**config.mk**
```make
export PLATFORM = sky130hd
export DESIGN_NAME = diff_accumulator_16
export DESIGN_NICKNAME = d
export VERILOG_FILES = /design/src/rtl/diff_accumulator_16.sv
export SDC_FILE = /design/constraint.sdc
export NUM_CORES = 1
export LEC_CHECK = 0
export CAP_MARGIN = 20
export CORE_ASPECT_RATIO = 0.6
export CORE_MARGIN = 4
export CORE_UTILIZATION = 55
export DETAILED_ROUTE_END_ITERATION = 16
export MAX_ROUTING_LAYER = met4
export PLACE_DENSITY_LB_ADDON = 0.05
export SYNTH_ARGS = -nofsm -noshare
export SYNTH_HDL_FRONTEND = slang
export SYNTH_SLANG_ARGS = --single-unit
```
**constraint.sdc**
```tcl
create_clock -name clk -period 2.9 [get_ports clk]
set_clock_uncertainty 0.1 [all_clocks]
set_input_delay 0.29 -clock clk [delete_from_list [all_inputs] [get_ports clk]]
set_output_delay 0.29 -clock clk [all_outputs]
set_load 0.02 [all_outputs]
```
**src/rtl/diff_accumulator_16.sv**
```systemverilog
// diff_accumulator_16
//   Collects a stream of signed differences from the subtractor stage into a
//   frame sum. The sum saturates at the ACC_WIDTH signed range and does not
//   wrap. A frame closes after COUNT_MAX samples, or earlier on flush. The
//   result is then held on a valid/ready output port until it is taken.
//
// Ports
//   clk        rising-edge clock
//   rst        synchronous active-high reset, overrides all other inputs
//   in_valid   upstream difference valid
//   in_ready   block can accept a difference (low only while a result is held)
//   in_diff    signed difference, WIDTH bits
//   flush      close the current non-empty frame early
//   out_valid  frame result valid
//   out_ready  downstream accepts the result
//   out_sum    signed saturated frame sum, ACC_WIDTH bits
//   out_count  number of samples in the frame
//   out_ovf    saturation occurred somewhere in the frame
//   busy       frame in progress or result pending
//
// State  | meaning
// -------+-----------------------------------------------
// IDLE   | no samples in the current frame
// ACCUM  | 0 < count < COUNT_MAX, collecting samples
// HOLD   | result presented, input blocked until taken

module diff_accumulator_16 #(
  parameter int WIDTH     = 16,
  parameter int ACC_WIDTH = 24,
  parameter int COUNT_MAX = 8,
  localparam int CNT_W    = $clog2(COUNT_MAX + 1)
) (
  input  logic                 clk,
  input  logic                 rst,
  input  logic                 in_valid,
  output logic                 in_ready,
  input  logic [WIDTH-1:0]     in_diff,
  input  logic                 flush,
  output logic                 out_valid,
  input  logic                 out_ready,
  output logic [ACC_WIDTH-1:0] out_sum,
  output logic [CNT_W-1:0]     out_count,
  output logic                 out_ovf,
  output logic                 busy
);

  typedef enum logic [1:0] {
    IDLE  = 2'd0,
    ACCUM = 2'd1,
    HOLD  = 2'd2
  } state_t;

  localparam logic [CNT_W-1:0]     CNT_LAST = CNT_W'(COUNT_MAX);
  localparam logic [ACC_WIDTH-1:0] ACC_MAX  = {1'b0, {(ACC_WIDTH-1){1'b1}}};
  localparam logic [ACC_WIDTH-1:0] ACC_MIN  = {1'b1, {(ACC_WIDTH-1){1'b0}}};

  state_t               state_q, state_d;
  logic [ACC_WIDTH-1:0] acc_q, acc_d;
  logic [CNT_W-1:0]     count_q, count_d;
  logic                 ovf_q, ovf_d;
  logic [ACC_WIDTH-1:0] out_sum_q, out_sum_d;
  logic [CNT_W-1:0]     out_count_q, out_count_d;
  logic                 out_ovf_q, out_ovf_d;

  logic                 accept;
  logic                 close_frame;
  logic [CNT_W-1:0]     count_inc;
  logic [ACC_WIDTH:0]   diff_ext;
  logic [ACC_WIDTH:0]   acc_ext;
  logic [ACC_WIDTH:0]   sum_ext;
  logic [ACC_WIDTH-1:0] sat_sum;
  logic                 sat_hit;

  assign in_ready  = (state_q != HOLD);
  assign out_valid = (state_q == HOLD);
  assign busy      = (state_q != IDLE);
  assign out_sum   = out_sum_q;
  assign out_count = out_count_q;
  assign out_ovf   = out_ovf_q;

  assign accept    = in_valid & in_ready;
  assign count_inc = count_q + CNT_W'(1);

  // One guard bit above the accumulator: the sum of two ACC_WIDTH-range values
  // always fits, and the two top bits disagreeing means the result left range.
  assign diff_ext = {{(ACC_WIDTH + 1 - WIDTH){in_diff[WIDTH-1]}}, in_diff};
  assign acc_ext  = {acc_q[ACC_WIDTH-1], acc_q};
  assign sum_ext  = acc_ext + diff_ext;

  always_comb begin
    sat_hit = 1'b0;
    sat_sum = sum_ext[ACC_WIDTH-1:0];
    if (sum_ext[ACC_WIDTH] != sum_ext[ACC_WIDTH-1]) begin
      sat_hit = 1'b1;
      sat_sum = sum_ext[ACC_WIDTH] ? ACC_MIN : ACC_MAX;
    end
  end

  always_comb begin
    state_d     = state_q;
    acc_d       = acc_q;
    count_d     = count_q;
    ovf_d       = ovf_q;
    out_sum_d   = out_sum_q;
    out_count_d = out_count_q;
    out_ovf_d   = out_ovf_q;
    close_frame = 1'b0;

    case (state_q)
      IDLE, ACCUM: begin
        if (accept) begin
          acc_d   = sat_sum;
          ovf_d   = ovf_q | sat_hit;
          count_d = count_inc;
        end
        // flush only closes a non-empty frame; a sample arriving on the same
        // edge is already folded into acc_d/count_d above.
        close_frame = (accept && (count_inc == CNT_LAST)) ||
                      ((state_q == ACCUM) && flush);
        if (close_frame) begin
          state_d     = HOLD;
          out_sum_d   = acc_d;
          out_count_d = count_d;
          out_ovf_d   = ovf_d;
        end else if (accept) begin
          state_d = ACCUM;
        end
      end
      HOLD: begin
        if (out_ready) begin
          state_d = IDLE;
          acc_d   = '0;
          count_d = '0;
          ovf_d   = 1'b0;
        end
      end
      default: begin
        state_d = IDLE;
        acc_d   = '0;
        count_d = '0;
        ovf_d   = 1'b0;
      end
    endcase
  end

  always_ff @(posedge clk) begin
    if (rst) begin
      state_q     <= IDLE;
      acc_q       <= '0;
      count_q     <= '0;
      ovf_q       <= 1'b0;
      out_sum_q   <= '0;
      out_count_q <= '0;
      out_ovf_q   <= 1'b0;
    end else begin
      state_q     <= state_d;
      acc_q       <= acc_d;
      count_q     <= count_d;
      ovf_q       <= ovf_d;
      out_sum_q   <= out_sum_d;
      out_count_q <= out_count_d;
      out_ovf_q   <= out_ovf_d;
    end
  end

endmodule
```
==> results of run 1 <==
layout make-up:
class | count | area (sq um)
Multi-Input combinational cell | 416 | 3070
Timing Repair Buffer | 175 | 1530
Sequential cell | 60 | 1210
Fill cell | 393 | 1110
Clock buffer | 11 | 243
Tap cell | 104 | 130
Inverter | 15 | 56.3
Clock inverter | 4 | 50.0
power by group:
group | internal, uW | switching (uW) | total (uW)
sequential | 1040 | 248 | 1290
clock | 683 | 415 | 1100
combinational | 1780 | 1970 | 3750
total | 3510 | 2630 | 6140
final timing paths:
| path | startpoint | endpoint | slack [ns] | cells after the start |
|---|---|---|---|---|
| hold reg to reg | out_sum[2]$_SDFFE_PP0P_ | out_sum[2]$_SDFFE_PP0P_ | 0.36 | 2 |
| hold / removal | out_sum[2]$_SDFFE_PP0P_ | out_sum[2]$_SDFFE_PP0P_ | 0.36 | 2 |
| setup reg to reg | acc_q[5]$_SDFFE_PP0P_ | acc_q[5]$_SDFFE_PP0P_ | -0.05 | 12 |
| setup / recovery | in_diff[5] | acc_q[5]$_SDFFE_PP0P_ | -0.07 | 13 |
metal layers:
layer  GRT usage [%]  part of all wire [%]  vias up
li1                -                     -     2243
met1            45.4                    40     2446
met2            49.9                    44      445
met3            9.64                    12      101
met4            11.7                   4.2        0
met5               -                     0        -
worst max-delay path, cell delays in order:
cell and delay [ns]:
clkdlybuf4s50_1 0.43, ha_1 0.39, a21oi_2 0.22, nand2_1 0.13, o2111a_1 0.31, or2_1 0.27, o21ai_2 0.20, o211ai_4 0.09
buf_12 0.16, buf_12 0.12, buf_16 0.15, a21oi_2 0.18, o22ai_1 0.12
registers in the layout (all words and copies together) (netlist names):
signal / flops
out_ovf: 1
acc_q: 24
out_count: 4
ovf_q: 1
state_q: 2
out_sum: 24
count_q: 4
logic make-up after synthesis:
logic type / Yosys count / share of synthesized area, %
compound gates: 189 / 32.1
simple gates: 170 / 19.3
flops: 60 / 28.3
buf+inv: 48 / 6.12
fa+ha+maj: 27 / 8.12
xor+xnor: 25 / 5.15
mux: 4 / 0.942
metrics by stage:
step / hold slack (ns) / total power [uW] / area [sq um] / utilization, % / setup slack (ns)
after global routing: 0.373 / 6380 / 6280 / 85.0 / -0.0838
after floorplan: 0.346 / 3060 / 4250 / - / 0.254
after CTS: 0.356 / 5610 / 6020 / 81.5 / 0.00400
after global placement: 0.335 / 4280 / 5580 / 75.5 / -0.444
final: 0.360 / 6140 / 6280 / 85.0 / -0.0743
after detailed placement: 0.349 / 4360 / 5580 / 75.5 / -0.530
cell usage in the layout (no fill, tap or decap), types with 6 or more instances in the layout:
cell	instances
a21o_1	8
ha_1	21
nand4_1	6
nand2_1	56
xor2_1	12
o21ai_2	6
xnor2_1	13
a21oi_1	30
inv_1	14
a22oi_1	8
clkbuf_16	9
o22ai_1	17
nand3_1	12
clkdlybuf4s50_1	49
nor2_1	44
buf_4	116
o21ai_1	10
dfxtp_1	56
o21ai_0	21
and2_1	6
o221ai_2	10
a31oi_1	6
a21oi_2	9
timing repair:
action	4_1_cts	5_1_grt
gates cloned	2	0
resized for setup	19	55
setup buffers	4	6
hold endpoints to repair	0	0
setup endpoints to repair	46	42
pin swaps	13	21
==> metrics list, run 1 <==
- Routed wire length per instance: 22.1 um
- In this run the worst path has a maximum fanout of 11.
- Using the TritonRoute via totals, the vias-per-cell ratio works out to 6.67.
- The first global-routing pass estimated 24500 um of wire.
* Proportion of synthesized chip area in sequential cells: 28.3%
- Worst relative slew slack: 68.7%
- Summed over all failing endpoints, the final setup total negative slack is -0.369 ns.
- Worst IR drop on VDD: 574 uV
- DP Wirelength: 10400 um
- Of the cells placed in the final design, the portion with a size suffix greater than 1 is 32.0%.
- Across all setup checks in the final design, the least slack found is -0.0743 ns.
- The final number of max-transition violations is 0.
- Top FF cell, synth: dfxtp_1
- Pin slew with the least headroom to its limit: 0.469 ns
* Critical Path AT: 3.08 ns
- Summed over all cells, the static leakage comes to 0.00264 uW.
- The final number of hold-violating endpoints came to 0.
- The H-tree was split into 3 levels.
- In the routed design, unresolved DRC markers number 0.
- Total via count in the routed design: 5235
* Mapped cell area: 0.00425 sq mm
* Total clock buffers created by CTS: 9
* Number of hold-repair buffers added at the cts stage: 0
* Synthesized instance count: 523
- Weighted congestion reported at the end of routability-driven placement: 0.985
- Across the run, the number of max-cap violations was 0.
- For this run, asynchronously set or reset flops after synthesis account for 0%.
- The floorplan step set the die width to 121 um.
- The net count of the finished layout is 725.
- The clock net in this run drives a total of 60 sinks.
- Number of setup violations in the final report: 19
- Clock transition at the registers of the reported paths: 0.06 ns
- The via count of the first global-routing pass was 4670.
* Violation count after the first detailed-routing iteration: 725
* Final global-route overflow total: 0
- Biggest area consumer among synthesized cells: dfxtp_1
- Crit. End Element: flop
* Largest cells by area after synthesis: dfxtp_1 (28%), ha_1 (7.7%), nand2_1 (5.0%)
* I/O pin count: 53
- Buffers placed on the I/O ports in this run total 52.
* Type of the most critical hold path: flop to flop
- Total Routed Length: 17300 um
* Die boundary height: 76.1 um
* Cell types with the highest counts after synthesis: dfxtp_1 (60), nand2_1 (57), nor2_1 (48)
- Syn Area/Cell: 8.13 sq um
- Total power per unit cell area: 977 mW/mm^2
- Total routing usage reported by global routing: 34.2%
- Startpoint class of the critical path: primary input
* Largest net degree at the start of global routing: 28
- Violated checks: negative setup slack
- The count of nets left with antenna violations once routing finished came out at 0.
- Of the available clock period, the critical path in the final layout requires 103%.
* Antenna violations before repair: 0
- Once the floorplan was initialized, standard cells occupied 57.5% of the core.
- Number of search-and-repair iterations in the first detailed-routing pass: 7
- Row Count: 24
* Latest clock arrival within the worst-skew pair: 0.34 ns
* Most frequent cell after synthesis: dfxtp_1
- CTS root buf: clkbuf_16
* Layout Cells excl Fill: 785
- STA puts the critical path data required time at 3.01 ns.
* Number of register bits inferred by synthesis: 60
- Synthesis instantiated 72 different standard cells from the library.
- Result of the run: complete, but fails checks
- Min Tclk post-route: 2.97 ns
- Achievable Freq: 336 MHz
- Floorplan die area: 0.00924 sq mm
* Number of warnings issued by yosys: 0
- Area share of the leading cell type in the synthesized netlist: 28.3%
- Setup repair after global routing could not meet its margin everywhere.
* Critical Setup Path Class: primary input to flop
- Once placement completed, the tool counted placed cells totaling 759.
* Total core area: 0.00739 sq mm
- The clock passes through at most 2 buffers.
- TritonCTS built the clock tree.
- Synthesis produced a netlist with a net count of 571.
- The repair_antennas step left the layout with diodes totalling 0.
- Relative to the synthesized area, the layout overhead comes to 47.8%.
- EDFF count, synth: 0
(Power assumes the default switching activity.)
==> inputs of run 2 (changes only) <==
Settings changed: CTS_CLUSTER_DIAMETER set to 80.
==> results of run 2 <==
Same layout as run 1: the final DEF is identical, and so are final timing and power.
